===== config.mk =====
export PLATFORM = sky130hd
export DESIGN_NAME = zcrv_wb_arbiter_flat
export DESIGN_NICKNAME = d
export VERILOG_FILES = /design/src/rtl/zcrv_wb_arbiter_if.sv /design/src/rtl/zcrv_wb_arbiter.sv /design/src/flat_wrapper.sv
export SDC_FILE = /design/constraint.sdc
export NUM_CORES = 1
export LEC_CHECK = 0
export CAP_MARGIN = 5
export CORE_MARGIN = 10
export CORE_UTILIZATION = 48
export CTS_BUF_LIST = sky130_fd_sc_hd__clkbuf_4 sky130_fd_sc_hd__clkbuf_8
export DETAILED_ROUTE_END_ITERATION = 8
export PLACE_DENSITY = 0.88
export SYNTH_ARGS = -nofsm -noshare
export SYNTH_HDL_FRONTEND = slang
export SYNTH_SLANG_ARGS = --single-unit

===== constraint.sdc =====
create_clock -name clk -period 8.32 [get_ports clk]
set_clock_uncertainty 0.05 [all_clocks]
set_input_delay 2.496 -clock clk [delete_from_list [all_inputs] [get_ports clk]]
set_output_delay 2.496 -clock clk [all_outputs]
set_load 0.02 [all_outputs]

===== src/rtl/zcrv_wb_arbiter_if.sv =====
// Writeback arbiter bus bundle: producer results, long-latency issue, regfile write port and
// decode source lookups.
// Optional feature macro: ZCRV_WB_BYPASS_EN adds the write-stage forward signals.
// The slave modport is the arbiter's view. The master modport is the view of the surrounding
// pipeline (producers, decode, regfile).
interface zcrv_wb_arbiter_if #(
  parameter int unsigned XLEN = 32,
  parameter int unsigned RAW  = 5
);
  logic            issue_en;
  logic [RAW-1:0]  issue_rd;
  logic            alu_vld;
  logic [RAW-1:0]  alu_rd;
  logic [XLEN-1:0] alu_data;
  logic            lsu_vld;
  logic            lsu_rdy;
  logic [RAW-1:0]  lsu_rd;
  logic [XLEN-1:0] lsu_data;
  logic            mul_vld;
  logic            mul_rdy;
  logic [RAW-1:0]  mul_rd;
  logic [XLEN-1:0] mul_data;
  logic            rd_wr_en;
  logic [RAW-1:0]  rd_index;
  logic [XLEN-1:0] rd_data;
  logic [RAW-1:0]  rs1_index;
  logic [RAW-1:0]  rs2_index;
  logic            rs1_busy;
  logic            rs2_busy;
`ifdef ZCRV_WB_BYPASS_EN
  logic            rs1_fwd_vld;
  logic            rs2_fwd_vld;
  logic [XLEN-1:0] rs1_fwd_data;
  logic [XLEN-1:0] rs2_fwd_data;

  modport slave (
    input  issue_en, issue_rd,
    input  alu_vld, alu_rd, alu_data,
    input  lsu_vld, lsu_rd, lsu_data,
    output lsu_rdy,
    input  mul_vld, mul_rd, mul_data,
    output mul_rdy,
    output rd_wr_en, rd_index, rd_data,
    input  rs1_index, rs2_index,
    output rs1_busy, rs2_busy,
    output rs1_fwd_vld, rs2_fwd_vld, rs1_fwd_data, rs2_fwd_data
  );

  modport master (
    output issue_en, issue_rd,
    output alu_vld, alu_rd, alu_data,
    output lsu_vld, lsu_rd, lsu_data,
    input  lsu_rdy,
    output mul_vld, mul_rd, mul_data,
    input  mul_rdy,
    input  rd_wr_en, rd_index, rd_data,
    output rs1_index, rs2_index,
    input  rs1_busy, rs2_busy,
    input  rs1_fwd_vld, rs2_fwd_vld, rs1_fwd_data, rs2_fwd_data
  );
`else
  modport slave (
    input  issue_en, issue_rd,
    input  alu_vld, alu_rd, alu_data,
    input  lsu_vld, lsu_rd, lsu_data,
    output lsu_rdy,
    input  mul_vld, mul_rd, mul_data,
    output mul_rdy,
    output rd_wr_en, rd_index, rd_data,
    input  rs1_index, rs2_index,
    output rs1_busy, rs2_busy
  );

  modport master (
    output issue_en, issue_rd,
    output alu_vld, alu_rd, alu_data,
    output lsu_vld, lsu_rd, lsu_data,
    input  lsu_rdy,
    output mul_vld, mul_rd, mul_data,
    input  mul_rdy,
    input  rd_wr_en, rd_index, rd_data,
    output rs1_index, rs2_index,
    input  rs1_busy, rs2_busy
  );
`endif
endinterface


===== src/rtl/zcrv_wb_arbiter.sv =====
// Writeback arbiter and scoreboard.
// ALU results win outright; LSU and MUL share the regfile write port round-robin. A busy bit per
// register tracks outstanding LSU/MUL destinations so decode can stall on RAW hazards.
// Optional feature macro: ZCRV_WB_BYPASS_EN forwards the write-stage result to decode instead of
// stalling on it.
module zcrv_wb_arbiter #(
  parameter int unsigned XLEN = 32,  // ZCRV_XLEN
  parameter int unsigned RAW  = 5    // ZCRV_REG_SIZE
) (
  input logic              clk,
  input logic              rst,
  zcrv_wb_arbiter_if.slave bus
);

  localparam int unsigned NumRegs = 1 << RAW;

  typedef enum logic {
    PrioLsu = 1'b0,
    PrioMul = 1'b1
  } prio_e;

  prio_e prio_q, prio_d;

  logic            lsu_rdy, mul_rdy;
  logic            lsu_xfer, mul_xfer;
  logic            grant;
  logic [RAW-1:0]  wb_rd;
  logic [XLEN-1:0] wb_data;

  logic [NumRegs-1:0] busy_q, busy_d;

  logic            rd_wr_en_q;
  logic [RAW-1:0]  rd_index_q;
  logic [XLEN-1:0] rd_data_q;

  logic rs1_hit, rs2_hit;
  logic rs1_sb, rs2_sb;

  // Round-robin pointer register.
  always_ff @(posedge clk) begin
    if (rst) begin
      prio_q <= PrioLsu;
    end else begin
      prio_q <= prio_d;
    end
  end

  // Ready generation, grant selection and pointer update.
  always_comb begin
    lsu_rdy = 1'b0;
    mul_rdy = 1'b0;
    grant   = 1'b0;
    wb_rd   = '0;
    wb_data = '0;
    prio_d  = prio_q;
    // Readies ignore the unit's own valid so producers see a stable ready.
    if (!rst) begin
      lsu_rdy = !bus.alu_vld && (!bus.mul_vld || (prio_q == PrioLsu));
      mul_rdy = !bus.alu_vld && (!bus.lsu_vld || (prio_q == PrioMul));
    end
    lsu_xfer = bus.lsu_vld && lsu_rdy;
    mul_xfer = bus.mul_vld && mul_rdy;
    if (!rst && bus.alu_vld) begin
      grant   = 1'b1;
      wb_rd   = bus.alu_rd;
      wb_data = bus.alu_data;
    end else if (lsu_xfer) begin
      grant   = 1'b1;
      wb_rd   = bus.lsu_rd;
      wb_data = bus.lsu_data;
      prio_d  = PrioMul;
    end else if (mul_xfer) begin
      grant   = 1'b1;
      wb_rd   = bus.mul_rd;
      wb_data = bus.mul_data;
      prio_d  = PrioLsu;
    end
  end

  // Scoreboard next state: clears from LSU/MUL transfers, then issue sets (set wins).
  always_comb begin
    busy_d = busy_q;
    if (lsu_xfer) begin
      busy_d[bus.lsu_rd] = 1'b0;
    end
    if (mul_xfer) begin
      busy_d[bus.mul_rd] = 1'b0;
    end
    if (bus.issue_en && (bus.issue_rd != '0)) begin
      busy_d[bus.issue_rd] = 1'b1;
    end
    busy_d[0] = 1'b0;
  end

  // Write stage and scoreboard registers.
  always_ff @(posedge clk) begin
    if (rst) begin
      busy_q     <= '0;
      rd_wr_en_q <= 1'b0;
      rd_index_q <= '0;
      rd_data_q  <= '0;
    end else begin
      busy_q     <= busy_d;
      // Results to x0 are accepted but never written.
      rd_wr_en_q <= grant && (wb_rd != '0);
      if (grant) begin
        rd_index_q <= wb_rd;
        rd_data_q  <= wb_data;
      end
    end
  end

  assign bus.lsu_rdy  = lsu_rdy;
  assign bus.mul_rdy  = mul_rdy;
  assign bus.rd_wr_en = rd_wr_en_q;
  assign bus.rd_index = rd_index_q;
  assign bus.rd_data  = rd_data_q;

  assign rs1_hit = !rst && rd_wr_en_q && (rd_index_q == bus.rs1_index) && (bus.rs1_index != '0);
  assign rs2_hit = !rst && rd_wr_en_q && (rd_index_q == bus.rs2_index) && (bus.rs2_index != '0);
  assign rs1_sb  = !rst && busy_q[bus.rs1_index];
  assign rs2_sb  = !rst && busy_q[bus.rs2_index];

`ifdef ZCRV_WB_BYPASS_EN
  assign bus.rs1_busy     = rs1_sb;
  assign bus.rs2_busy     = rs2_sb;
  assign bus.rs1_fwd_vld  = rs1_hit;
  assign bus.rs2_fwd_vld  = rs2_hit;
  assign bus.rs1_fwd_data = rd_data_q;
  assign bus.rs2_fwd_data = rd_data_q;
`else
  // A value in the write stage is not yet in the regfile, so decode stalls one cycle.
  assign bus.rs1_busy = rs1_sb || rs1_hit;
  assign bus.rs2_busy = rs2_sb || rs2_hit;
`endif

endmodule


===== src/flat_wrapper.sv =====
// flat-port wrapper written by rule: the top's interface ports become plain ports
module zcrv_wb_arbiter_flat 
#(
  parameter int unsigned XLEN = 32,              
  parameter int unsigned RAW  = 5                    
)
  (clk, rst, bus_issue_en, bus_issue_rd, bus_alu_vld, bus_alu_rd, bus_alu_data, bus_lsu_vld, bus_lsu_rd, bus_lsu_data, bus_lsu_rdy, bus_mul_vld, bus_mul_rd, bus_mul_data, bus_mul_rdy, bus_rd_wr_en, bus_rd_index, bus_rd_data, bus_rs1_index, bus_rs2_index, bus_rs1_busy, bus_rs2_busy);
  zcrv_wb_arbiter_if #(.XLEN(XLEN), .RAW(RAW)) bus_i ();
  input logic clk;
  input logic rst;
  input wire logic [$bits(bus_i.issue_en)-1:0] bus_issue_en;
  input wire logic [$bits(bus_i.issue_rd)-1:0] bus_issue_rd;
  input wire logic [$bits(bus_i.alu_vld)-1:0] bus_alu_vld;
  input wire logic [$bits(bus_i.alu_rd)-1:0] bus_alu_rd;
  input wire logic [$bits(bus_i.alu_data)-1:0] bus_alu_data;
  input wire logic [$bits(bus_i.lsu_vld)-1:0] bus_lsu_vld;
  input wire logic [$bits(bus_i.lsu_rd)-1:0] bus_lsu_rd;
  input wire logic [$bits(bus_i.lsu_data)-1:0] bus_lsu_data;
  output wire logic [$bits(bus_i.lsu_rdy)-1:0] bus_lsu_rdy;
  input wire logic [$bits(bus_i.mul_vld)-1:0] bus_mul_vld;
  input wire logic [$bits(bus_i.mul_rd)-1:0] bus_mul_rd;
  input wire logic [$bits(bus_i.mul_data)-1:0] bus_mul_data;
  output wire logic [$bits(bus_i.mul_rdy)-1:0] bus_mul_rdy;
  output wire logic [$bits(bus_i.rd_wr_en)-1:0] bus_rd_wr_en;
  output wire logic [$bits(bus_i.rd_index)-1:0] bus_rd_index;
  output wire logic [$bits(bus_i.rd_data)-1:0] bus_rd_data;
  input wire logic [$bits(bus_i.rs1_index)-1:0] bus_rs1_index;
  input wire logic [$bits(bus_i.rs2_index)-1:0] bus_rs2_index;
  output wire logic [$bits(bus_i.rs1_busy)-1:0] bus_rs1_busy;
  output wire logic [$bits(bus_i.rs2_busy)-1:0] bus_rs2_busy;
  assign bus_i.issue_en = bus_issue_en;
  assign bus_i.issue_rd = bus_issue_rd;
  assign bus_i.alu_vld = bus_alu_vld;
  assign bus_i.alu_rd = bus_alu_rd;
  assign bus_i.alu_data = bus_alu_data;
  assign bus_i.lsu_vld = bus_lsu_vld;
  assign bus_i.lsu_rd = bus_lsu_rd;
  assign bus_i.lsu_data = bus_lsu_data;
  assign bus_lsu_rdy = bus_i.lsu_rdy;
  assign bus_i.mul_vld = bus_mul_vld;
  assign bus_i.mul_rd = bus_mul_rd;
  assign bus_i.mul_data = bus_mul_data;
  assign bus_mul_rdy = bus_i.mul_rdy;
  assign bus_rd_wr_en = bus_i.rd_wr_en;
  assign bus_rd_index = bus_i.rd_index;
  assign bus_rd_data = bus_i.rd_data;
  assign bus_i.rs1_index = bus_rs1_index;
  assign bus_i.rs2_index = bus_rs2_index;
  assign bus_rs1_busy = bus_i.rs1_busy;
  assign bus_rs2_busy = bus_i.rs2_busy;
  zcrv_wb_arbiter #(.XLEN(XLEN), .RAW(RAW)) u_core (.clk(clk), .rst(rst), .bus(bus_i));
endmodule

# After elaboration in Yosys (flattened, before gate mapping)
# Cells that the tools add are included.
[word_totals]
wordCells = 80
regBits = 71
input_bits = 132
[op_classes]
magnitude_cmp = 8
bitwise_logic = 7
reduce_logical = 31
muxes = 26
eq_ne = 2
[ops]
columns = ["op", "count"]
rows = [
  ["32-bit two-way mux", 6],
  ["32-bit bitwise AND", 2],
  ["32-bit NOT", 2],
  ["32-bit bitwise OR", 1],
  ["5-bit by 6-bit < comparator with 1-bit output, second input constant", 5],
  ["5-bit nonzero test", 4],
  ["1-bit logical AND", 17],
  ["1-bit demux with 5-bit select", 3],
  ["5-bit by 1-bit greater-or-equal comparator with 1-bit output, second input constant", 3],
  ["5-bit two-way mux", 3],
  ["1-bit two-way mux", 12],
  ["1-bit binary-select mux with 5-bit select", 2],
  ["5-bit equality test", 2],
  ["1-bit zero test", 4],
  ["1-bit logical OR", 4],
  ["1-bit NOT", 2],
  ["2-bit AND reduction", 1],
  ["2-bit nonzero test", 1],
]

# Depth between registers and ports, before layout
# Gate-level depths: netlist (run 1).
[logic_depth]
word_depth = 11
depth_mapped = 6
ltp_nobuf = 5

# Least setup slack after synthesis (run 1)
# Ideal clock, no wire load.
[synth_timing]
path_type = "input -> output"
startpoint = "input bus_rs1_index[0]"
endpoint = "output bus_rs1_busy"
arrival_ns = 3.900
slack_ns = 1.874
path_stages = 6
cell_sequence = "buf_6 -> mux4_2 -> inv_1 -> a2111oi_0 -> a211oi_1 -> o21ai_0"
[synth_between]
elab_chain_cells = 4
elab_cells_between_ends = 8
classes_between = "eq/ne: 1; mux: 2; reduce/logical: 5"
[synth_lines]
columns = ["item", "line_no", "rtl"]
rows = [
  ["from (decl)", "flat_wrapper.sv:27", "input wire logic [$bits(bus_i.rs1_index)-1:0] bus_rs1_index;"],
  ["1-bit binary-select mux with 5-bit select / 5-bit equality test (equally long branches)", "zcrv_wb_arbiter.sv:121, zcrv_wb_arbiter.sv:119", ""],
  ["1-bit two-way mux (implied by the code) / 1-bit logical AND (equally long branches)", "zcrv_wb_arbiter.sv:121, zcrv_wb_arbiter.sv:119", ""],
  ["1-bit logical AND, on equally long branches", "zcrv_wb_arbiter.sv:121, zcrv_wb_arbiter.sv:119", ""],
  ["1-bit logical OR (*)", "zcrv_wb_arbiter.sv:133", "assign bus.rs1_busy = rs1_sb || rs1_hit;"],
  ["to (decl)", "flat_wrapper.sv:29", "output wire logic [$bits(bus_i.rs1_busy)-1:0] bus_rs1_busy;"],
]
# Mark *: on every way between the ends. The rest lies on a longest branch, timed or not. The select of a mux whose other input is x is not followed.

# Final worst setup path (run 1)
# Same ends and word-level chain as after synthesis.

==> results.md, run 1 <==
- Synthesized cell area: 4190 um^2
- Min-delay src: u_core.bus.rd_data[9]
- R2r worst-path depth: 5
- Worst R2R End: u_core.bus.rd_data[3]
- Largest net degree at the start of global routing: 40
- Highest Clock Rate: 130 MHz
- M1 WL: 6.23 mm
- Yosys warning count: 0
- Worst Hold Path EP: u_core.bus.rd_data[9]
- Initial core utilization: 48.8%
- Metal3 WL: 1.74 mm
- Hold Crit Depth: 2
- H-tree Lvls: 3
- Crit Path Max Fanout: 10
- Slew @ Worst Pin: 1.23 ns
- Status: finished, final reports clean
- Core Rows: 34
- Pleak: 2.08 nW
- Max Buffers Root-to-Sink: 2
- Number of global-route vias before repair: 4,809
- P_int: 0.678 mW
- CP max stage delay: 0.69 ns
- Post-Syn Area per Cell: 9.10 um^2
- Initial DRC Count: 444
- Endpoints failing setup: 0
- Netlist cell types: 49
- Crit-path slowest cell: clkdlybuf4s50_1
- Rel. slew slack: 17.3%
- Final antenna diode count: 0
- Drt drc: 0
- Crit. End Element: output pin
- Top-area cell type share of the netlist area: 33.4%
- TNS Setup: 0 ns
- Logic pwr share: 23.5%
- Die width: 113 um
- CTS Hold Bufs: 0
- Vias: 4,646
- CTS sink cnt: 70
- Worst skew pair latency: 0.35 ns
- Die height: 113 um
- Drt wl/cell: 22.8 um
- Primary FF master, synth: dfxtp_1
- Drt total wl: 16.5 mm
- Die ar.: 12,900 um^2
- Layout cells sized above 1: 8.59%
- Clock transition at the registers of the reported paths: 0.08 ns
- First-pass GRT wire length: 25.5 mm
- Uppermost layer routed: met4
- Worst EP arrival: 5.13 ns
- Fin. Hold Viols: 0
- Drt first pass iters: 8
- Max-cap violations: 0
- Final #Nets: 744
- Top Ports: 174
- Top cells by area, synth: dfxtp_1, mux4_2, o32ai_1, mux2_1, a222oi_1
- Crit path time final: 7.68 ns
- Type of the most critical hold path: flip-flop to flip-flop
- Final Wtd Congestion: 0.920
- Psw: 0.245 mW
- Root Buffer: clkbuf_8
- P per Cell Area: 150 nW/um^2
- Port bufs: 173
- Post-route ant nets: 0
- Dpl hpwl: 13.1 mm
- Reg power frac: 39.4%
- Peak supply drop: 0.0000898 V
- RR Startpoint: u_core.prio_q
- Most frequent CP cell: clkdlybuf4s50_1
- Postcts setup bufs: 0
- Crit-path cells: clkdlybuf4s50_1, mux4_2, inv_1, a2111oi_0, a211oi_1, o21ai_0, clkdlybuf4s50_1
- RSZ-0062 raised after global routing: no
- CTS resizes: 0
- Fin. max-slew vios: 0
- Routed length on met2: 8.27 mm
- WS Path Type: input pin to output pin
- Global route overflow: 0
- Crit path max-delay family: buffers and inverters
- Synth cell count leaders: dfxtp_1, nor2_1, o22ai_1, inv_1, o32ai_1
- Post-synth ARST share: 0%
- Sequential-to-total area share from yosys stat: 33.4%
- Final Cycle Share: 92.3%
- GRT Overall Usage: 24.1%
- DR vias/cell: 6.41
- Post-route cell area: 6170 um^2
- Antenna violations before repair: 0
- Most instantiated library cell after synthesis: dfxtp_1
- Switch share: 26.5%
- #FFs+latches synth: 70
- Syn_nets: 593
- Synthesis-to-layout area growth: 47.0%
- Worst Path Required: 5.77 ns
- Core area: 8590 um^2
- CP Launch Type: input pin
- Placed Area: 5910 um^2
- Gate Count Post-Synth: 461
- Post-synth EDFFs: 0
- Buf/Inv on CP: 3
- CTS Buf Count: 9
- Biggest area consumer among synthesized cells: dfxtp_1
- CTS tree: done
- Clock network fraction of total power: 37.0%
- FF-to-FF setup slack: 5.73 ns
-- cell usage in the layout (no fill, tap or decap), types with 4 or more instances in the layout --
master / n
or2_2: 4
xor2_1: 8
nand4b_1: 4
or3_1: 7
dfxtp_1: 70
a222oi_1: 20
nand3b_1: 8
buf_4: 4
a22oi_1: 14
mux2_1: 19
clkdlybuf4s50_1: 172
mux4_2: 12
mux2i_1: 18
nand3_1: 10
mux2_2: 6
nor2_1: 34
o22ai_1: 30
o21ai_0: 20
clkbuf_8: 10
a21oi_1: 9
inv_1: 29
o32ai_1: 26
nand2b_1: 7
nand2_1: 22
-- worst max path at each step --
stage	startpoint	end	slack (ns)	cells after the start
6_report	bus_rs1_index[0]	bus_rs1_busy	0.64	7
5_1_grt	bus_rs1_index[0]	bus_rs1_busy	0.45	6
4_1_cts	bus_rs1_index[0]	bus_rs1_busy	0.68	6
3_5_place_dp	bus_rs1_index[0]	bus_rs1_busy	0.68	6
3_3_place_gp	bus_rs1_index[0]	bus_rs1_busy	0.77	6
2_1_floorplan	bus_rs1_index[0]	bus_rs1_busy	1.87	6
-- cell type report --
cell class,instances,area (um^2)
timing repair buffer,177,1760
clock buffer,11,145
tap,108,135
clock inverter,5,106
fill,639,2430
inverter,30,113
multi-input combinational,324,2510
sequential,70,1400
-- per-layer routing --
metal,vias to the layer above,GRT usage [%]
met5,-,0
met4,0,6.68
met3,29,9.08
met2,291,42.4
met1,2225,26.5
li1,2101,-
-- kinds of logic after synthesis --
kind of cell / count (synthesis) / share of synthesized area (%)
XOR/XNOR: 8 / 1.67
AND/OR/NAND/NOR: 117 / 14.5
flip-flops: 70 / 33.4
AO/OA/AOI/OAI: 144 / 25.8
multiplexers: 55 / 17.5
buffers and inverters: 67 / 7.10
-- power groups by stage --
stage | Sequential (mW) | Combinational [mW] | Clock, mW
floorplan | 0.384 | 0.0824 | 0
global placement | 0.369 | 0.209 | 0
detailed placement | 0.371 | 0.214 | 0
CTS | 0.363 | 0.215 | 0.341
global route | 0.365 | 0.230 | 0.355
finish | 0.364 | 0.217 | 0.342
-- per-stage QoR --
step                      worst slack, ns  cells  utilization [%]  hold WS, ns  power, mW
after global placement              0.772    709             68.8        0.421      0.579
after CTS                           0.678    725             71.8        0.448      0.920
after detailed placement            0.676    709             68.8        0.430      0.585
final                               0.640    725             71.8        0.448      0.922
after floorplan                      1.87    461                -        0.409      0.466
after global routing                0.445    725             71.8        0.471      0.951
-- flip-flops by register name, indices dropped and copies added, names as in the netlist --
register             flops
u_core.bus.rd_data      32
u_core.bus.rd_index      5
u_core.bus.rd_wr_en      1
u_core.busy_q           31
u_core.prio_q            1
-- worst reg2reg max path, cell delays in order, from the launching register on --
cell,delay (ns)
dfxtp_1,0.38
a21o_1,0.23
nor2_4,0.92
mux2_1,0.42
a222oi_1,0.39
nor2_1,0.08
(Power assumes the default switching activity.)
==> run 2, diff against run 1 <==
==> constraint.sdc (replaced) <==
create_clock -name clk -period 8.9 [get_ports clk]
set_clock_uncertainty 0.05 [all_clocks]
set_input_delay 2.67 -clock clk [delete_from_list [all_inputs] [get_ports clk]]
set_output_delay 2.67 -clock clk [all_outputs]
set_load 0.02 [all_outputs]
==> results.md, run 2 (synthesis results as in run 1) <==
- Dpl hpwl: 13.1 mm (+0.42%)
- Worst Hold Path EP: u_core.bus.rd_data[16]
- Die height: 113 um (unchanged)
- Crit-path slowest cell: clkdlybuf4s50_1
- Die ar.: 12,900 um^2 (unchanged)
- CTS Buf Count: 9 (unchanged)
- Core area: 8590 um^2 (unchanged)
- Fin. Hold Viols: 0 (unchanged)
- Layout cells sized above 1: 8.44% (-0.15 points)
- Crit-path cells: clkdlybuf4s50_1, mux4_2, inv_1, a2111oi_0, a211oi_1, o21ai_0, clkdlybuf4s50_1
- Initial DRC Count: 509 (+15%)
- CTS resizes: 0 (unchanged)
- CTS Hold Bufs: 0 (unchanged)
- Hold Crit Depth: 2 (unchanged)
- Number of global-route vias before repair: 4,758 (-1.1%)
- WS Path Type: input pin to output pin
- Worst R2R End: u_core.bus.rd_wr_en
- Drt drc: 0 (unchanged)
- Fin. max-slew vios: 0 (unchanged)
- DR vias/cell: 6.45 (+0.63%)
- CP Launch Type: input pin
- Vias: 4,669 (+0.50%)
- Min-delay src: u_core.bus.rd_data[16]
- Drt total wl: 16.7 mm (+1.2%)
- Placed Area: 5910 um^2 (unchanged)
- Post-route ant nets: 0 (unchanged)
- Drt first pass iters: 9 (+1)
- Final Cycle Share: 90.1%
- Antenna violations before repair: 0 (unchanged)
- Global route overflow: 0 (unchanged)
- Die width: 113 um (unchanged)
- RSZ-0062 raised after global routing: no
- Pleak: 2.03 nW (-2.0%)
- H-tree Lvls: 3 (unchanged)
- Most common cell after layout, fill and taps aside: clkdlybuf4s50_1
- Highest Clock Rate: 125 MHz
- Synthesis-to-layout area growth: 44.9%
- R2r worst-path depth: 5 (unchanged)
- Final Wtd Congestion: 0.943 (+2.5%)
- Max Buffers Root-to-Sink: 2 (unchanged)
- Commonest non-fill, non-tap cells in the layout: clkdlybuf4s50_1, dfxtp_1, nor2_1
- Slew @ Worst Pin: 1.26 ns (+0.0257 ns)
- FF-to-FF setup slack: 6.34 ns (+0.61 ns)
- Most frequent CP cell: clkdlybuf4s50_1
- CP max stage delay: 0.68 ns (about the same)
- CTS tree: done
- Crit. End Element: output pin
- Largest register FFs: 32 (unchanged)
- CTS sink cnt: 70 (unchanged)
- TNS Setup: 0 ns (unchanged)
- Endpoints failing setup: 0 (unchanged)
- Rel. slew slack: 15.5% (-1.7 points)
- Largest net degree at the start of global routing: 47 (+18%)
- Crit Path Max Fanout: 10 (unchanged)
- Type of the most critical hold path: flip-flop to flip-flop
- Port bufs: 173 (unchanged)
- Final antenna diode count: 0 (unchanged)
- Peak supply drop: 0.0000676 V (-25%)
- Status: finished, final reports clean
- Drt wl/cell: 23.1 um (+1.3%)
- P per Cell Area: 126 nW/um^2 (-16%)
- Max-cap violations: 0 (unchanged)
- Core Rows: 34 (unchanged)
- Root Buffer: clkbuf_8
- Fillers: 656 (+2.7%)
- Top Ports: 174 (unchanged)
- RR Startpoint: u_core.prio_q
- Postcts setup bufs: 0 (unchanged)
- Clock transition at the registers of the reported paths: 0.07 ns (about the same)
- Initial core utilization: 48.8% (unchanged)
- GRT Overall Usage: 24.8% (+0.64 points)
- First-pass GRT wire length: 26.1 mm (+2.1%)
- Post-route cell area: 6080 um^2 (-1.4%)
- Worst Path Required: 6.18 ns (+0.41 ns)
- Crit path time final: 8.02 ns
- Worst skew pair latency: 0.34 ns (about the same)
- Worst EP arrival: 5.30 ns (+0.17 ns)
- Final #Nets: 744 (unchanged)
[run 2: worst max-delay path by stage]
| stage | end | slack (ns) | from | depth (start not counted) |
|---|---|---|---|---|
| after global placement | bus_rs1_busy | 1.00 | bus_rs1_index[0] | 6 |
| after CTS | bus_rs1_busy | 0.92 | bus_rs1_index[0] | 7 |
| after detailed placement | bus_rs1_busy | 0.93 | bus_rs1_index[0] | 7 |
| after floorplan | bus_rs1_busy | 2.11 | bus_rs1_index[0] | 6 |
| after global routing | bus_rs1_busy | 0.70 | bus_rs1_index[0] | 7 |
| final | bus_rs1_busy | 0.88 | bus_rs1_index[0] | 7 |
[run 2: final cells by class]
class                      instances  area (um^2)  share of cell area (%)
multi-input combinational        324         2510                    41.3
timing repair buffer             177         1760                    28.9
sequential                        70         1400                    23.1
clock buffer                      11          139                    2.28
tap                              108          135                    2.22
inverter                          30          113                    1.85
clock inverter                     4         25.0                   0.412
[run 2: metal layers]
layer  up-vias  wire, um  GRT usage, %
met4         0       296          6.01
met3        27      1950          9.50
li1       2102         -             -
met1      2217      6110          27.8
met5         -         0             0
met2       323      8370          43.1
[run 2: critical path, delay by kind of cell]
kind / cells / cell delay, ns
compound gates: 3 / 0.80
mux: 1 / 0.46
buf+inv: 3 / 1.36
[run 2: report_power, final]
group	switching [mW]	leakage, nW	total [mW]	internal [mW]
sequential	0.0114	0.572	0.339	0.328
combinational	0.0963	1.38	0.205	0.108
clock	0.119	0.0820	0.224	0.105
[run 2: through the flow]
step                power [mW]  hold slack, ns  utilization (%)  instances  setup WS, ns
finish                   0.768           0.440             70.7        724         0.877
global route             0.796           0.463             70.7        724         0.696
CTS                      0.765           0.444             70.7        724         0.922
detailed placement       0.548           0.432             68.8        709         0.927
global placement         0.541           0.421             68.8        709          1.00
floorplan                0.436           0.409                -        461          2.11
